## src/rtl/div_meter_pkg.sv

```systemverilog
// Shared types and default constants for the divided-clock period meter.
package div_meter_pkg;

    // Measurement FSM: IDLE waits for a reference edge, MEAS times intervals.
    typedef enum logic [0:0] {
        IDLE = 1'b0,
        MEAS = 1'b1
    } state_t;

    localparam int DEF_CNT_W       = 8;
    localparam int DEF_SYNC_STAGES = 2;
    localparam int DEF_LOCK_COUNT  = 2;

endpackage

```

## src/rtl/div_period_meter_if.sv

```systemverilog
// Bundle between the square-wave source / result consumer and the meter.
//
// Handshake: meas_valid is a one-cycle qualifier for half_period with no
// backpressure (there is no ready); a consumer that wants the value must
// capture half_period in the cycle meas_valid is high. half_period itself
// holds its value until the next valid measurement.
interface div_period_meter_if #(
    parameter int CNT_W = div_meter_pkg::DEF_CNT_W
);
    import div_meter_pkg::*;

    logic             sq_in;
    logic             sq_level;
    logic [CNT_W-1:0] half_period;
    logic             meas_valid;
    logic             locked;
    logic             overflow;
    state_t           state;        // measurement FSM state, for observation

    modport master (
        output sq_in,
        input  sq_level,
        input  half_period,
        input  meas_valid,
        input  locked,
        input  overflow,
        input  state
    );

    modport slave (
        input  sq_in,
        output sq_level,
        output half_period,
        output meas_valid,
        output locked,
        output overflow,
        output state
    );

endinterface

```

## src/rtl/sync_edge.sv

```systemverilog
// Multi-flop synchronizer for an asynchronous level plus a change detector.
// level is the synchronized (registered) value; edge_det is high for the one
// cycle in which level differs from its previous value (either polarity).
module sync_edge #(
    parameter int STAGES = 2
) (
    input  logic clk,
    input  logic rst,
    input  logic din,
    output logic level,
    output logic edge_det
);

    logic [STAGES-1:0] sync_q;
    logic              prev_q;

    // Shift the async input through the chain and remember the last output.
    always_ff @(posedge clk) begin
        if (rst) begin
            sync_q <= '0;
            prev_q <= 1'b0;
        end else begin
            sync_q <= {sync_q[STAGES-2:0], din};
            prev_q <= sync_q[STAGES-1];
        end
    end

    assign level    = sync_q[STAGES-1];
    assign edge_det = sync_q[STAGES-1] ^ prev_q;

endmodule

```

## src/rtl/div_period_meter.sv

```systemverilog
// Recovers the half-period (in clk cycles) of a slow square wave, flags when
// consecutive measurements agree, and flags intervals too long to count.
module div_period_meter
    import div_meter_pkg::*;
#(
    parameter int CNT_W       = DEF_CNT_W,
    parameter int SYNC_STAGES = DEF_SYNC_STAGES,
    parameter int LOCK_COUNT  = DEF_LOCK_COUNT
) (
    input  logic                clk,
    input  logic                rst,
    div_period_meter_if.slave   bus
);

    localparam int MW = (LOCK_COUNT > 2) ? $clog2(LOCK_COUNT) : 1;
    localparam logic [CNT_W-1:0] CNT_MAX   = '1;
    localparam logic [MW-1:0]    MATCH_TOP = MW'(LOCK_COUNT - 1);

    logic             sync_level;
    logic             sq_edge;
    logic [CNT_W-1:0] cnt;
    logic [CNT_W-1:0] meas;
    logic [CNT_W-1:0] last_meas;
    logic [MW-1:0]    match_cnt;
    logic [MW-1:0]    match_next;
    logic             cnt_sat;
    state_t           state;

    logic [CNT_W-1:0] half_period_q;
    logic             meas_valid_q;
    logic             locked_q;
    logic             overflow_q;

    sync_edge #(
        .STAGES (SYNC_STAGES)
    ) u_sync_edge (
        .clk      (clk),
        .rst      (rst),
        .din      (bus.sq_in),
        .level    (sync_level),
        .edge_det (sq_edge)
    );

    // The interval ends on this edge, so it includes the edge cycle itself.
    assign meas    = cnt + CNT_W'(1);
    assign cnt_sat = (cnt == CNT_MAX);

    // Next agreement count, held at its top value once reached.
    always_comb begin
        match_next = match_cnt;
        if (match_cnt != MATCH_TOP) begin
            match_next = match_cnt + MW'(1);
        end
    end

    // Interval counter: restarts on every edge, otherwise saturating count.
    always_ff @(posedge clk) begin
        if (rst) begin
            cnt <= '0;
        end else if (sq_edge) begin
            cnt <= '0;
        end else if (!cnt_sat) begin
            cnt <= cnt + CNT_W'(1);
        end
    end

    // Measurement FSM with lock tracking and registered outputs.
    always_ff @(posedge clk) begin
        if (rst) begin
            state         <= IDLE;
            half_period_q <= '0;
            meas_valid_q  <= 1'b0;
            locked_q      <= 1'b0;
            overflow_q    <= 1'b0;
            last_meas     <= '0;
            match_cnt     <= '0;
        end else begin
            meas_valid_q <= 1'b0;
            case (state)
                IDLE: begin
                    // First edge only establishes the reference point.
                    if (sq_edge) begin
                        state <= MEAS;
                    end
                end
                MEAS: begin
                    if (cnt_sat) begin
                        // Too long to count; an edge landing here becomes
                        // the new reference edge rather than a measurement.
                        overflow_q <= 1'b1;
                        locked_q   <= 1'b0;
                        match_cnt  <= '0;
                        state      <= sq_edge ? MEAS : IDLE;
                    end else if (sq_edge) begin
                        half_period_q <= meas;
                        meas_valid_q  <= 1'b1;
                        overflow_q    <= 1'b0;
                        last_meas     <= meas;
                        if (meas == last_meas) begin
                            match_cnt <= match_next;
                            locked_q  <= (match_next == MATCH_TOP);
                        end else begin
                            match_cnt <= '0;
                            locked_q  <= 1'b0;
                        end
                    end
                end
                default: state <= IDLE;
            endcase
        end
    end

    assign bus.sq_level    = sync_level;
    assign bus.half_period = half_period_q;
    assign bus.meas_valid  = meas_valid_q;
    assign bus.locked      = locked_q;
    assign bus.overflow    = overflow_q;
    assign bus.state       = state;

endmodule

```

## src/flat_wrapper.sv

```systemverilog
// flat-port wrapper written by rule: the top's interface ports become plain ports
module div_period_meter_flat import div_meter_pkg::*;
#(
    parameter int CNT_W       = DEF_CNT_W,
    parameter int SYNC_STAGES = DEF_SYNC_STAGES,
    parameter int LOCK_COUNT  = DEF_LOCK_COUNT
)
  (clk, rst, bus_sq_in, bus_sq_level, bus_half_period, bus_meas_valid, bus_locked, bus_overflow, bus_state);
  div_period_meter_if #(.CNT_W(CNT_W)) bus_i ();
  input  logic clk;
  input  logic rst;
  input wire logic [$bits(bus_i.sq_in)-1:0] bus_sq_in;
  output wire logic [$bits(bus_i.sq_level)-1:0] bus_sq_level;
  output wire logic [$bits(bus_i.half_period)-1:0] bus_half_period;
  output wire logic [$bits(bus_i.meas_valid)-1:0] bus_meas_valid;
  output wire logic [$bits(bus_i.locked)-1:0] bus_locked;
  output wire logic [$bits(bus_i.overflow)-1:0] bus_overflow;
  output wire logic [$bits(bus_i.state)-1:0] bus_state;
  assign bus_i.sq_in = bus_sq_in;
  assign bus_sq_level = bus_i.sq_level;
  assign bus_half_period = bus_i.half_period;
  assign bus_meas_valid = bus_i.meas_valid;
  assign bus_locked = bus_i.locked;
  assign bus_overflow = bus_i.overflow;
  assign bus_state = bus_i.state;
  div_period_meter #(.CNT_W(CNT_W), .SYNC_STAGES(SYNC_STAGES), .LOCK_COUNT(LOCK_COUNT)) u_core (.clk(clk), .rst(rst), .bus(bus_i));
endmodule
```

## config.mk

```make
export PLATFORM = sky130hd
export DESIGN_NAME = div_period_meter_flat
export DESIGN_NICKNAME = d
export VERILOG_FILES = /design/src/rtl/div_meter_pkg.sv /design/src/rtl/div_period_meter_if.sv /design/src/rtl/sync_edge.sv /design/src/rtl/div_period_meter.sv /design/src/flat_wrapper.sv
export SDC_FILE = /design/constraint.sdc
export NUM_CORES = 1
export LEC_CHECK = 0
export BUFFER_PORTS_ARGS = -buffer_cell sky130_fd_sc_hd__buf_2
export CORE_ASPECT_RATIO = 1.2
export CORE_UTILIZATION = 55
export DETAILED_ROUTE_END_ITERATION = 12
export PLACE_DENSITY = 0.77
export SLEW_MARGIN = 15
export SYNTH_ARGS = -nofsm -noshare
export SYNTH_HDL_FRONTEND = slang
export SYNTH_SLANG_ARGS = --single-unit
```

## constraint.sdc

```tcl
create_clock -name clk -period 1.9 [get_ports clk]
set_input_delay 0.095 -clock clk [delete_from_list [all_inputs] [get_ports clk]]
set_output_delay 0.095 -clock clk [all_outputs]
set_load 0.02 [all_outputs]
```

==> results of run 1 <==
## worst paths after layout
| check | start | to | slack [ps] | cells past startpoint |
|---|---|---|---|---|
| setup / recovery | u_core.cnt[0]$_SDFFE_PP0P_ | u_core.bus.locked$_SDFFE_PP0P_ | 100 | 6 |
| hold / removal | rst | u_core.bus.state$_SDFF_PP0_ | 170 | 2 |
| setup reg to reg | u_core.cnt[0]$_SDFFE_PP0P_ | u_core.bus.locked$_SDFFE_PP0P_ | 100 | 6 |
| hold reg to reg | u_core.u_sync_edge.sync_q[0]$_SDFF_PP0_ | u_core.u_sync_edge.sync_q[1]$_SDFF_PP0_ | 450 | 1 |
## Yosys cell counts (3+ instances only)
master | number | share of area
dfxtp_1 | 23 | 0.41
xor2_1 | 7 | 0.054
nor2_2 | 4 | 0.022
nand4_1 | 3 | 0.017
xnor2_1 | 6 | 0.046
nand3_1 | 3 | 0.013
nand2_1 | 6 | 0.020
nor2b_1 | 4 | 0.022
nor3_1 | 3 | 0.013
a211oi_2 | 6 | 0.066
nor2_1 | 8 | 0.026
a21oi_1 | 7 | 0.031
mux2i_1 | 3 | 0.026
inv_1 | 3 | 0.0099
## worst max-delay path, delay by kind of cell (launching register included)
family,cells,cell delay [ps]
AOI/OAI and AO/OA,2,560
xor gates and xnor gates,1,190
adders and majority gates,1,350
DFF,1,370
and+or+nand+nor,2,260
## cell usage in the layout (no fill, tap or decap)
| cell type | n |
|---|---|
| o21ai_0 | 2 |
| and3_4 | 1 |
| dfxtp_1 | 21 |
| clkbuf_1 | 1 |
| buf_4 | 5 |
| o31ai_2 | 1 |
| ha_1 | 1 |
| nor2b_1 | 4 |
| nor2_4 | 1 |
| nor2_1 | 8 |
| and2b_1 | 1 |
| a2111oi_2 | 1 |
| xor2_1 | 7 |
| nand3b_1 | 2 |
| dfxtp_2 | 2 |
| a211oi_1 | 1 |
| nor3_1 | 3 |
| a22oi_1 | 1 |
| nand2_1 | 6 |
| dlygate4sd3_1 | 1 |
| or2_2 | 1 |
| o2111ai_1 | 1 |
| nand4_1 | 3 |
| and4_4 | 2 |
| nand3_1 | 3 |
| nor2_2 | 4 |
| xnor2_1 | 6 |
| mux2i_1 | 3 |
| o221ai_1 | 1 |
| inv_1 | 3 |
| or3_1 | 1 |
| a211oi_2 | 6 |
| buf_2 | 15 |
| xnor2_4 | 1 |
| and4_1 | 1 |
| a21oi_1 | 7 |
| clkbuf_4 | 3 |
| a21o_1 | 1 |
| and3_1 | 2 |
## cell type report
type / instances / area share
multi-input cells: 83 / 0.491
flip-flops and latches: 23 / 0.364
repair buffers: 21 / 0.0965
clock buffers: 4 / 0.0207
well taps: 19 / 0.0187
inverters: 3 / 0.00886
## flip-flops by register name, summed over array words and instances, names as in the netlist
name,cells
u_core.bus.locked,1
u_core.bus.meas_valid,1
u_core.last_meas,8
u_core.cnt,8
u_core.u_sync_edge.sync_q,2
u_core.bus.overflow,1
u_core.u_sync_edge.prev_q,1
u_core.bus.state,1
## cell families after synthesis
logic type,Yosys count,share of synthesized area
and+or+nand+nor,43,0.222
xor gates and xnor gates,14,0.115
muxes,3,0.0264
adders and majority gates,1,0.0110
buffers and inverters,10,0.0551
AOI/OAI and AO/OA,22,0.165
DFF,23,0.405
## layer usage
metal	vias to the layer above	global-route usage	wire, um	share of wire
li1	445	-	-	-
met1	429	0.240	923	0.41
met2	36	0.379	1080	0.49
met3	11	0.0313	119	0.053
met4	0	0.151	106	0.047
met5	-	0	0	0
## power groups by stage
stage / Clock, uW / Combinational [uW] / Sequential [uW]
6_report: 219 / 97.0 / 513
5_1_grt: 241 / 106 / 517
4_1_cts: 225 / 92.4 / 512
3_5_place_dp: 0 / 90.4 / 522
3_3_place_gp: 0 / 89.2 / 521
2_1_floorplan: 0 / 60.5 / 528
## metrics by stage
| step | total power, uW | hold slack (ps) | utilization | setup slack [ps] |
|---|---|---|---|---|
| 4_1_cts | 829 | 170 | 0.656 | 26.1 |
| 2_1_floorplan | 589 | 167 | - | 171 |
| 6_report | 830 | 173 | 0.672 | 102 |
| 5_1_grt | 863 | 198 | 0.672 | 5.43 |
| 3_3_place_gp | 611 | 305 | 0.637 | 126 |
| 3_5_place_dp | 613 | 310 | 0.637 | 46.3 |
## what timing repair did
action,in CTS,in global routing
setup endpoints to repair,0,4
endpoints found under the hold margin,1,0
resized for setup,0,3
hold buffers,1,0
buffers inserted,0,2
==> impl_metrics.toml, run 1 <==
[power_and_ir_drop]
p_switching_uw = 208
leakage_uw = 0.000497
powerDensity_mw_per_mm2 = 653
switching_share = 0.251
power_frac_comb = 0.117
power.internal_uw = 622
seqPwrFrac = 0.619
p_clk_frac = 0.264
irDropWorstVdd_mv = 0.535

[routing]
post_drt_wl_per_cell_um = 14.6
drtAntennaViolNets = 0
first_pass_iters = 8
vias_per_cell = 6.02
drt_wl_total_mm = 2.23
drt_iter0_drc = 31
drt_drc_violations_left = 4
vias = 921

[sta]
hold_viol = 0
tightest_slew_ps = 393
setup_viol = 0
slew_violations = 0
fin_worst_skew_ps = 5.99
fin_crit_sh = 0.947
fin_setup_tns_ps = 0
min_period_ps = 1800
clock.fmax_mhz = 556
relSlewSlack = 0.737
rsz0062_at_grt = "false"

[die]
die_y_um = 51.8
initial_core_util = 0.600
ioPinCount = 16
num_rows = 17
chipWidth_um = 43.5
die_area_mm2 = 0.00225
core_mm2 = 0.00189

[clocking]
cts_tree = "done"
clkSlewWorstSetupHoldPaths_ps = 110
worstSkewPairLatency_ps = 310
cts_sinks = 23
cts_root_buffer = "clkbuf_4"
clockBufferDepth = 2
cts_made_buffers = 3
htree_levels = 1

[critical_path]
crit_fanout = 6
cp_cell_sequence = "ha_1, xnor2_1, nand2_1, a2111oi_2, nand4_1, o31ai_2"
critPathMaxStageDelay_ps = 370
worstSetupPathType = "reg -> reg"
crit_path_end_kind = "flip-flop"
crit_arrival_ps = 2030
crit_path_top_delay_cell = "dfxtp_2"
start_kind = "flip-flop"
required_ps = 2130

[synthesis]
ys.flop_type = "dfxtp_1"
ys_ff_latch = 23
async_flop_share = 0
yosysWarnings = 0
synthCells = 116
synth_area_mm2 = 0.00114
synth_edf_count = 0
post_synth.cell_area_avg_um2 = 9.79
synth_fp_nets = 120
ys_seq_area_frac = 0.405
ys_types = 38

[final_layout]
final.fill_count = 157
diodes = 0
area_growth_pct = 11.9
drive_gt1_frac = 0.321
multi_input_area_um2 = 624
fin_cells = 153
fin_nets = 139
seq_area_um2 = 463
finalInstanceArea_mm2 = 0.00127

[grt]
grt_usage = 0.218
grt_max_degree = 18
grt_pass1_vias = 845
grt_pass1_wl_mm = 3.57
antenna_found_initial = 0
grt_overflow_total = 0

[status]
status = "finished, violations left"
violations = "design-rule violations"

[placement]
dpl.cell_count = 146
globalplace.congestion = 0.917
portBuffers = 15
dpl_cell_area_mm2 = 0.00121
dp_hpwl_mm = 1.60

[worst_hold_path]
hold_path_class = "in -> reg"

[job]
cap_violations = 0
No activity file was read; power rests on OpenSTA's default activity.
==> run 2: changes to the inputs <==
--- a/config.mk
+++ b/config.mk
@@ -6,7 +6,7 @@
 export NUM_CORES = 1
 export LEC_CHECK = 0
 export BUFFER_PORTS_ARGS = -buffer_cell sky130_fd_sc_hd__buf_2
-export CORE_ASPECT_RATIO = 1.2
+export CORE_ASPECT_RATIO = 1.4
 export CORE_UTILIZATION = 55
 export DETAILED_ROUTE_END_ITERATION = 12
 export PLACE_DENSITY = 0.77
==> impl_metrics.toml, run 2 (synthesis results as in run 1) <==
[status]
status = "finished, violations left"
violations = "negative hold slack"

[placement]
portBuffers = 15
post-place-ws_ps = 65.1
globalplace.congestion = 0.861
dp_hpwl_mm = 1.62

[grt]
use_met2 = 0.381
grt_pass1_vias = 865
grt_overflow_total = 0
antenna_found_initial = 0
grt_usage = 0.234
use_met3 = 0.0240
grt_pass1_wl_mm = 3.71
grtUsageMet1 = 0.293
gr-max-usage-layer = "met2"
grt_max_degree = 18

[clocking]
cts_root_buffer = "clkbuf_4"
cts_made_buffers = 3
cts_sinks = 23
worstSkewPairLatency_ps = 320
clkSlewWorstSetupHoldPaths_ps = 120
htree_levels = 1
cts_tree = "done"
clockBufferDepth = 2

[critical_path]
crit_path_end_kind = "flip-flop"
r2r_cells = 7
cp_cell_sequence = "ha_1, and4_4, and4_4, nor2_4, buf_4, nor2_2, a211oi_2"
crit_top_cell = "and4_4"
crit_fanout = 9
required_ps = 2150
critPathMaxStageDelay_ps = 370
reg2reg_slack_ps = 120
cp.buffers_inverters = 1
cp_top_family = "simple AND/OR/NAND/NOR gates"
r2r_end = "u_core.last_meas[5]$_SDFFE_PP0P_"
crit_path_top_delay_cell = "dfxtp_2"
crit_arrival_ps = 2030
rr_startpoint = "u_core.cnt[0]$_SDFFE_PP0P_"
start_kind = "flip-flop"
worstSetupPathType = "reg -> reg"

[final_layout]
top_regs = "u_core.cnt (8), u_core.last_meas (8), u_core.u_sync_edge.sync_q (2)"
final_common_cell = "dfxtp_1"
final.fill_count = 168
fin_nets = 137
post-route-util = 0.638
drive_gt1_frac = 0.311
diodes = 0
area_growth_pct = 9.47
final_cell_mix = "dfxtp_1, buf_2, nor2_1"

[sta]
relSlewSlack = 0.749
fin_worst_skew_ps = 4.56
finalWorstSetupSlack_ps = 117
fin_setup_tns_ps = 0
setup_viol = 0
fin_crit_sh = 0.939
tightest_slew_ps = 376
hold_ws_ps = -3.34
min_period_ps = 1780
rsz0062_at_grt = "false"
hold_viol = 1
clock.fmax_mhz = 561
slew_violations = 0

[worst_hold_path]
min_to = "u_core.u_sync_edge.sync_q[0]$_SDFF_PP0_"
min_from = "bus_sq_in"
whs_path_depth = 2
hold_path_class = "in -> reg"

[die]
num_rows = 19
die_area_mm2 = 0.00225
die_y_um = 55.8
core_mm2 = 0.00195
ioPinCount = 16
chipWidth_um = 40.4
initial_core_util = 0.583

[routing]
drt_wl_total_mm = 2.21
drt_drc_violations_left = 0
drt_iter0_drc = 16
vias = 883
first_pass_iters = 4
drtAntennaViolNets = 0
vias_per_cell = 5.77
post_drt_wl_per_cell_um = 14.4

[power_and_ir_drop]
p_total_uw = 834
leakage_uw = 0.000487
irDropWorstVdd_mv = 0.477
powerDensity_mw_per_mm2 = 670

[job]
cap_violations = 0
-- run 2: worst max-delay path by stage --
stage                     cells after the start                       start                          endpoint
after floorplan                               8  u_core.cnt[0]$_SDFFE_PP0P_  u_core.last_meas[5]$_SDFFE_PP0P_
after global placement                        7  u_core.cnt[0]$_SDFFE_PP0P_  u_core.last_meas[5]$_SDFFE_PP0P_
after detailed placement                      7  u_core.cnt[0]$_SDFFE_PP0P_  u_core.last_meas[5]$_SDFFE_PP0P_
after CTS                                     7  u_core.cnt[0]$_SDFFE_PP0P_  u_core.last_meas[5]$_SDFFE_PP0P_
after global routing                          6  u_core.cnt[1]$_SDFFE_PP0P_    u_core.bus.locked$_SDFFE_PP0P_
final                                         7  u_core.cnt[0]$_SDFFE_PP0P_  u_core.last_meas[5]$_SDFFE_PP0P_
-- run 2: worst register-to-register path: stages (launching register included) --
cell and delay [ps]:
dfxtp_2 370, ha_1 260, and4_4 230, and4_4 220, nor2_4 220, buf_4 200, nor2_2 40, a211oi_2 190
-- run 2: stage by stage --
step,hold slack [ps],instances,instance area [um^2]
floorplan,167,116,1140
global placement,311,147,1200
detailed placement,342,147,1200
CTS,12.0,151,1230
global route,-11.5,153,1240
finish,-3.34,153,1240
-- run 2: repair_timing --
| action | 4_1_cts | 5_1_grt |
|---|---|---|
| buffers inserted | 0 | 2 |
| endpoints found under the setup margin | 0 | 4 |
| gates resized for setup | 0 | 1 |
| hold buffers | 0 | 0 |
-- run 2: where the power goes --
| group | internal, uW | switching [uW] |
|---|---|---|
| registers | 497 | 15.6 |
| clock network | 82.3 | 149 |
| logic | 38.4 | 51.8 |
-- run 2: area by class of cell --
class	instances	area (um^2)	share of cell area
Clock buffer	4	26.3	0.0211
Sequential cell	23	462	0.371
Multi-Input combinational cell	83	613	0.493
Tap cell	21	26.3	0.0211
Timing Repair Buffer	19	105	0.0845
Inverter	3	11.3	0.00905
-- run 2: per-layer routing --
layer  up-vias  wire length, um  share of wire
met5         -                0              0
met2        18             1160           0.52
met1       419              943           0.43
met4         0               41          0.019
met3         5               65          0.029
li1        441                -              -
